==> src/rtl/gf180mcu_fd_sc_mcu7t5v0__setn_seq.sv <==
// Round-robin preset sequencer for CLKN/SETN flop banks.
// Serves one bank at a time: gate clock, pulse SETN low, recover, ungate.
module gf180mcu_fd_sc_mcu7t5v0__setn_seq #(
    parameter int NBANK     = 4,
    parameter int PULSE_CYC = 2,
    parameter int GUARD_CYC = 1
) (
    input  logic             CLKN,
    input  logic             RN,
    input  logic [NBANK-1:0] REQ,
    output logic [NBANK-1:0] GNT,
    output logic [NBANK-1:0] SETN_OUT,
    output logic [NBANK-1:0] CKEN_OUT,
    output logic             BUSY,
    output logic             DONE
);

    localparam int MAXC = (PULSE_CYC > GUARD_CYC) ? PULSE_CYC : GUARD_CYC;
    localparam int CW   = $clog2(MAXC + 1);
    localparam int BW   = $clog2(NBANK);

    localparam logic [CW-1:0] GRD_LD = CW'(GUARD_CYC - 1);
    localparam logic [CW-1:0] PLS_LD = CW'(PULSE_CYC - 1);
    localparam logic [BW-1:0] LAST   = BW'(NBANK - 1);

    localparam logic [2:0] RSYNC   = 3'd0;
    localparam logic [2:0] RELEASE = 3'd1;
    localparam logic [2:0] IDLE    = 3'd2;
    localparam logic [2:0] GATE    = 3'd3;
    localparam logic [2:0] ASSERT  = 3'd4;
    localparam logic [2:0] RECOVER = 3'd5;

    logic [2:0]       state;
    logic [CW-1:0]    cnt;
    logic [BW-1:0]    ptr;
    logic [BW-1:0]    bank;
    logic             sync1;
    logic [NBANK-1:0] gnt_q;
    logic [NBANK-1:0] setn_q;
    logic [NBANK-1:0] cken_q;
    logic             busy_q;
    logic             done_q;

    logic [BW-1:0]    pick;
    logic [BW-1:0]    idx;
    logic             hit;

    // First requesting bank at or after the pointer, wrapping around.
    always_comb begin
        pick = '0;
        idx  = '0;
        hit  = 1'b0;
        for (int i = 0; i < NBANK; i++) begin
            idx = BW'((int'(ptr) + i) % NBANK);
            if (!hit && REQ[idx]) begin
                hit  = 1'b1;
                pick = idx;
            end
        end
    end

    // Sequencer; the RSYNC->RELEASE state flop is the second sync stage.
    always_ff @(negedge CLKN or negedge RN) begin
        if (!RN) begin
            state  <= RSYNC;
            cnt    <= '0;
            ptr    <= '0;
            bank   <= '0;
            sync1  <= 1'b0;
            gnt_q  <= '0;
            setn_q <= '0;
            cken_q <= '0;
            busy_q <= 1'b1;
            done_q <= 1'b0;
        end else begin
            done_q <= 1'b0;
            case (state)
                RSYNC: begin
                    sync1 <= 1'b1;
                    if (sync1) begin
                        state  <= RELEASE;
                        setn_q <= '1;
                        cnt    <= GRD_LD;
                    end
                end
                RELEASE: begin
                    if (cnt == '0) begin
                        state  <= IDLE;
                        cken_q <= '1;
                        busy_q <= 1'b0;
                    end else begin
                        cnt <= cnt - 1'b1;
                    end
                end
                IDLE: begin
                    if (|REQ) begin
                        state        <= GATE;
                        bank         <= pick;
                        gnt_q        <= '0;
                        gnt_q[pick]  <= 1'b1;
                        cken_q[pick] <= 1'b0;
                        busy_q       <= 1'b1;
                        cnt          <= GRD_LD;
                    end
                end
                GATE: begin
                    if (cnt == '0) begin
                        state        <= ASSERT;
                        setn_q[bank] <= 1'b0;
                        cnt          <= PLS_LD;
                    end else begin
                        cnt <= cnt - 1'b1;
                    end
                end
                ASSERT: begin
                    if (cnt == '0) begin
                        state        <= RECOVER;
                        setn_q[bank] <= 1'b1;
                        cnt          <= GRD_LD;
                    end else begin
                        cnt <= cnt - 1'b1;
                    end
                end
                RECOVER: begin
                    if (cnt == '0) begin
                        state        <= IDLE;
                        cken_q[bank] <= 1'b1;
                        gnt_q        <= '0;
                        busy_q       <= 1'b0;
                        done_q       <= 1'b1;
                        ptr          <= (bank == LAST) ? '0 : bank + 1'b1;
                    end else begin
                        cnt <= cnt - 1'b1;
                    end
                end
                default: begin
                    state  <= RSYNC;
                    sync1  <= 1'b0;
                    setn_q <= '0;
                    cken_q <= '0;
                    gnt_q  <= '0;
                    busy_q <= 1'b1;
                end
            endcase
        end
    end

    assign GNT      = gnt_q;
    assign SETN_OUT = setn_q;
    assign CKEN_OUT = cken_q;
    assign BUSY     = busy_q;
    assign DONE     = done_q;

endmodule

==> config.mk <==
export PLATFORM = sky130hd
export DESIGN_NAME = gf180mcu_fd_sc_mcu7t5v0__setn_seq
export DESIGN_NICKNAME = d
export VERILOG_FILES = /design/src/rtl/gf180mcu_fd_sc_mcu7t5v0__setn_seq.sv
export SDC_FILE = /design/constraint.sdc
export NUM_CORES = 1
export LEC_CHECK = 0
export CAP_MARGIN = 10
export CORE_MARGIN = 10
export CORE_UTILIZATION = 49
export DETAILED_ROUTE_END_ITERATION = 8
export PLACE_DENSITY_LB_ADDON = 0.3
export SYNTH_ARGS = -nofsm -noshare
export SYNTH_HDL_FRONTEND = slang
export SYNTH_SLANG_ARGS = --single-unit
==> constraint.sdc <==
create_clock -name CLKN -period 1.85 [get_ports CLKN]
set_input_delay 0.2775 -clock CLKN [delete_from_list [all_inputs] [get_ports CLKN]]
set_output_delay 0.2775 -clock CLKN [all_outputs]
set_load 0.01 [all_outputs]
==> results.toml, run 1 <==
[power_and_ir_drop]
powerDensity_nw_per_um2 = 1910
combPwrFrac = 0.668
power_switching_mw = 1.93
power_frac_clock = 0.090
vdd_drop_max_uv = 1230
leakagePower_nw = 1.08
switching_share = 0.433
seqPwrFrac = 0.242
internal-power_mw = 2.52

[logic_synthesis]
yosys_warnings = 0
yosysTopAreaCell = "dfrtn_1"
ys_seq_area_frac = 0.403
synth.avg_cell_area_um2 = 9.05
netlist_area_um2 = 1490
yosysUniqueCellTypes = 42
synth_nets = 179
ys_seq_elements = 24
synthTopCellsByArea = "dfrtn_1 (39%), ha_1 (6.7%), o21ai_0 (5.4%)"
synthCells = 165
synth_top_area_share = 0.385

[cells_and_area]
diodes = 0
final_common_cell = "buf_4"
final_cell_mix = "buf_4 (40), dfrtn_1 (23), buf_6 (16)"
drive_gt1_frac = 0.489
fin_util = 0.825
area_growth_pct = 56.3
final_area_um2 = 2330
nets = 244

[clock_tree]
htreeDepth = 1
root_buffer = "clkbuf_4"
cts_made_buffers = 3
clock_sinks = 24
cts_tree = "built"
insertion_delay_ps = 370
clkTransAtPathRegs_ps = 90
clockBufferDepth = 2

[critical_path]
arrival_ps = 1940
critPathMaxFanout = 2
crit_family = "flip-flops"
required_ps = 1570
slowest_stage = "dfstp_2"
worst-path-buf-inv = 1
slowest_delay_ps = 540
worstSetupStartpointType = "flip-flop"
crit_chain = "buf_6"
cp-end-kind = "output pin"
critPathKind = "flip-flop to output pin"

[global_routing]
grt.met2_usage = 0.289
grt_pass1_wl_um = 6950
met3_usage = 0.0315
grtUsageTotal = 0.157
grt-busiest-layer = "met2"
antenna_found_initial = 0
gr-usage-met1 = 0.173
grt_pass1_vias = 1504
grt_max_degree = 17
overflow = 0

[placement]
gp_congestion = 0.832
portBuffers = 19
placed_area_um2 = 1870
detailed_place_hpwl_um = 2710

[detailed_routing]
drt-total-wl_um = 5260
wl_per_cell_um = 20.2
vias = 1611
drt_pass1_iterations = 5
viasPerCell = 6.20
ant_nets = 0
drc = 0
drt_iter0_markers = 139

[status]
status = "finished with violations"
violations = "negative setup slack"

[floorplan]
die_area_um2 = 5660
start_util = 0.528
io-pin-count = 20
dieWidth_um = 75.2
coreArea_um2 = 2830
die-height_um = 75.2
num_rows = 19

[sta]
finalHoldViolCount = 0
fin_ws_ps = -364
fin_skew_ps = 62.2
rsz0062_at_grt = "true"
drv_slew = 0
slew_headroom = 0.716
final-setup-viol-count = 28
tightest_slew_ps = 425

[worst_hold_path]
worstHoldPathType = "flip-flop to flip-flop"

[flow_run]
drv_cap = 0
power by group through the flow:
stage,sequential (mW),combinational (mW),clock [mW]
after floorplan,0.998,1.34,0.00676
after global placement,1.02,2.04,0.00676
after detailed placement,1.04,2.11,0.00676
after CTS,1.04,2.37,0.399
after global routing,1.10,3.17,0.427
final,1.08,2.97,0.400
cells in the mapped netlist:
cell type / count
nor2b_1: 1
o21ai_1: 4
o22ai_1: 3
dfrtn_1: 23
clkbuf_1: 1
and3_4: 1
nor3b_1: 1
ha_1: 8
nand3_1: 1
a32o_1: 2
a31oi_1: 2
or2_1: 1
and2_1: 1
a32oi_1: 1
o22ai_2: 1
and3_1: 1
nor3_1: 2
a22oi_2: 1
o21a_1: 1
nand3b_1: 2
nand2_1: 16
a22o_1: 5
o21bai_1: 2
nor4_4: 1
buf_6: 1
o311ai_1: 2
nor2_1: 17
mux2i_1: 1
o2bb2a_1: 1
inv_2: 1
buf_2: 7
mux2_2: 3
inv_1: 7
nand2b_1: 7
or3_4: 1
o21ai_2: 2
a21boi_1: 1
dfstp_2: 1
nor3_4: 1
o21ai_0: 16
a21oi_1: 13
o22a_1: 1
path summary, 6_finish.rpt:
| check | depth (start not counted) | slack, ps | to | start |
|---|---|---|---|---|
| min in group asynchronous | 2 | 1100 | cnt[0] | RN |
| min | 2 | 510 | cnt[1] | cnt[1] |
| max in group asynchronous | 2 | 450 | SETN_OUT[3] | RN |
| min reg2reg | 2 | 510 | cnt[1] | cnt[1] |
| max | 1 | -360 | BUSY | BUSY |
| max reg2reg | 5 | -60 | CKEN_OUT[1] | ptr[1] |
metal layers:
| metal | wire, µm | vias up | share of wire |
|---|---|---|---|
| met5 | 0 | - | 0 |
| li1 | - | 710 | - |
| met4 | 206 | 0 | 0.039 |
| met1 | 2050 | 794 | 0.39 |
| met2 | 2650 | 88 | 0.50 |
| met3 | 345 | 19 | 0.066 |
state kept, by name, summed over array words and instances, names as in the netlist:
| register | count |
|---|---|
| BUSY | 1 |
| CKEN_OUT | 4 |
| DONE | 1 |
| GNT | 4 |
| SETN_OUT | 4 |
| bank | 2 |
| cnt | 2 |
| ptr | 2 |
| state | 3 |
| sync1 | 1 |
worst reg2reg max path: cells and delay by family, from the launching register on:
family | cells | cell delay [ps]
flops | 1 | 630
simple gates | 2 | 480
mux | 1 | 340
compound gates | 2 | 320
repair_timing:
item,in CTS,in global routing
hold buffers,0,0
pin swaps,17,12
resized for setup,109,29
buffers inserted,14,14
endpoints found under the setup margin,29,34
kinds of logic after synthesis:
family / count (synthesis) / share of synthesized area
AO/OA/AOI/OAI: 58 / 0.253
adder cells (fa/ha/maj): 8 / 0.0670
buffers and inverters: 17 / 0.0536
flip-flops: 24 / 0.403
multiplexers: 4 / 0.0293
AND/OR/NAND/NOR: 54 / 0.194
per-stage QoR:
stage	hold WS, ps	instances	setup WS (ps)	setup TNS, ps	total power [mW]
6_report	509	260	-364	-6250	4.45
5_1_grt	537	260	-411	-6910	4.69
2_1_floorplan	456	165	-463	-4020	2.35
3_3_place_gp	432	228	-1070	-17820	3.07
3_5_place_dp	445	228	-1120	-18520	3.15
4_1_cts	474	246	-363	-5150	3.81
layout make-up:
cell class                      instances  area [µm²]
Fill cell                             148         494
Sequential cell                        24         602
Multi-Input combinational cell        124        1010
Clock inverter                          2        33.8
Inverter                                7        26.3
Clock buffer                            3        22.5
Timing Repair Buffer                   69         601
Tap cell                               31        38.8
Power figures use the tool's default switching activity.
==> inputs of run 2 (changes only) <==
--- a/config.mk
+++ b/config.mk
@@ -9,7 +9,8 @@
 export CORE_MARGIN = 10
 export CORE_UTILIZATION = 49
 export DETAILED_ROUTE_END_ITERATION = 8
-export PLACE_DENSITY_LB_ADDON = 0.3
+export HOLD_SLACK_MARGIN = 0.06
+export PLACE_DENSITY = 0.74
 export SYNTH_ARGS = -nofsm -noshare
 export SYNTH_HDL_FRONTEND = slang
 export SYNTH_SLANG_ARGS = --single-unit
==> run 2 against run 1 <==
Compared with the run above: the run still ends with negative setup slack left; utilization decreased by 0.88 points; clock skew is 4.1 ps higher; total power down 1.8%; combinational power decreased by 3%; critical path depth unchanged; largest power group unchanged; sequential cell count stayed put; non-clock buffer count shrank 5; sequential power about the same; setup slack worse by 21 ps; final cell count down 1.5%; die area is the same; critical path type unchanged.
==> results.toml, run 2 (synthesis gave the netlist of run 1 again) <==
[cells_and_area]
diodes = 0
area_growth_pct = 54.6
nets = 240
fillCellCount = 155
instances_no_fill = 256
final_common_cell = "buf_4"
drive_gt1_frac = 0.493
final_cell_mix = "buf_4 (38), dfrtn_1 (23), nor2_1 (14)"

[status]
violations = "negative setup slack"
status = "finished with violations"

[critical_path]
critPathKind = "flip-flop to output pin"
cp-end-kind = "output pin"
critPathMaxFanout = 2
startpoint = "BUSY"
slowest_delay_ps = 530
r2r_setup_slack_ps = -140
arrival_ps = 1960
crit_chain = "buf_6"
crit_family = "flip-flops"
worstSetupStartpointType = "flip-flop"
path_depth = 1
reg2reg_depth = 5
endpoint = "BUSY"
slowest_stage = "dfstp_2"
r2r-start = "ptr[1]"
r2r_end = "CKEN_OUT[1]"
required_ps = 1570
worst-path-buf-inv = 1

[power_and_ir_drop]
finalPower_mw = 4.37
powerDensity_nw_per_um2 = 1890
vdd_drop_max_uv = 1160
leakagePower_nw = 1.07

[global_routing]
overflow = 0
antenna_found_initial = 0
grt_pass1_wl_um = 7080
grtUsageTotal = 0.163
grt_pass1_vias = 1442
grt_max_degree = 17

[floorplan]
die_area_um2 = 5660
die-height_um = 75.2
num_rows = 19
dieWidth_um = 75.2
coreArea_um2 = 2830
start_util = 0.528
io-pin-count = 20

[detailed_routing]
viasPerCell = 6.13
vias = 1568
drt_pass1_iterations = 4
ant_nets = 0
drt-total-wl_um = 5290
drt_iter0_markers = 143
wl_per_cell_um = 20.7
drc = 0

[clock_tree]
cts_tree = "built"
cts_made_buffers = 3
clkTransAtPathRegs_ps = 100
clockBufferDepth = 2
htreeDepth = 1
insertion_delay_ps = 400
root_buffer = "clkbuf_4"
clock_sinks = 24

[flow_run]
drv_cap = 0

[placement]
gp_congestion = 0.880
place_inst = 228
portBuffers = 19
detailed_place_hpwl_um = 2760
pre_cts_ws_ps = -1100

[sta]
finalHoldViolCount = 0
fin_ws_ps = -385
slew_headroom = 0.678
fin_skew_ps = 66.3
final-setup-viol-count = 28
rsz0062_at_grt = "true"
drv_slew = 0
tightest_slew_ps = 483

[worst_hold_path]
worstHoldPathType = "flip-flop to flip-flop"
## run 2: cell type report
class                   instances  area (µm²)  share of cell area
clock buffers                   3        22.5             0.00975
clock inverters                 2        33.8              0.0146
inverters                       7        26.3              0.0114
multi-input cells             125        1030               0.448
flip-flops and latches         24         602               0.261
well taps                      31        38.8              0.0168
repair buffers                 64         552               0.239
## run 2: how the worst min path moves through the flow
| stage | start | to | cells past startpoint |
|---|---|---|---|
| detailed placement | GNT[2] | GNT[2] | 1 |
| CTS | GNT[0] | GNT[0] | 2 |
| finish | GNT[3] | GNT[3] | 1 |
| global placement | GNT[0] | GNT[0] | 2 |
| global route | GNT[3] | GNT[3] | 1 |
| floorplan | cnt[1] | cnt[1] | 2 |
## run 2: worst reg2reg max path, cell delays in order (launching register included)
cell      delay [ps]
dfrtn_1          690
mux2i_4          310
nor2_2            80
or3_4            410
o311ai_4         260
o21ai_1          100
## run 2: power breakdown
| part | total (mW) | switching (mW) | internal (mW) |
|---|---|---|---|
| logic | 2.87 | 1.45 | 1.42 |
| clock network | 0.420 | 0.197 | 0.223 |
| registers | 1.08 | 0.297 | 0.786 |
| total | 4.37 | 1.94 | 2.43 |
## run 2: repair_timing
action / 4_1_cts / 5_1_grt
pin swaps: 10 / 9
gates resized for setup: 108 / 30
setup buffers: 11 / 12
hold buffers: 0 / 0
cloned: 1 / 0
hold endpoints to repair: 0 / 0
endpoints found under the setup margin: 29 / 34
## run 2: per-stage QoR
| stage | hold slack (ps) | cell area (µm²) | util | setup TNS [ps] |
|---|---|---|---|---|
| 2_1_floorplan | 456 | 1510 | - | -4020 |
| 6_report | 464 | 2310 | 0.816 | -6950 |
| 3_5_place_dp | 461 | 1870 | 0.661 | -18500 |
| 4_1_cts | 453 | 2070 | 0.732 | -5120 |
| 5_1_grt | 506 | 2310 | 0.816 | -8060 |
| 3_3_place_gp | 426 | 1870 | 0.661 | -17920 |
## run 2: routing by layer
metal | track usage | routed length [µm]
met1 | 0.195 | 2110
met2 | 0.272 | 2630
met3 | 0.0342 | 363
met4 | 0.0804 | 189
met5 | 0 | 0
==> inputs of run 3 (changes only) <==
--- a/config.mk
+++ b/config.mk
@@ -8,6 +8,7 @@
 export CAP_MARGIN = 10
 export CORE_MARGIN = 10
 export CORE_UTILIZATION = 49
+export CTS_CLUSTER_DIAMETER = 50
 export DETAILED_ROUTE_END_ITERATION = 8
 export HOLD_SLACK_MARGIN = 0.06
 export PLACE_DENSITY = 0.74
==> results of run 3 <==
Final layout, timing and power as in run 2 (identical DEF).
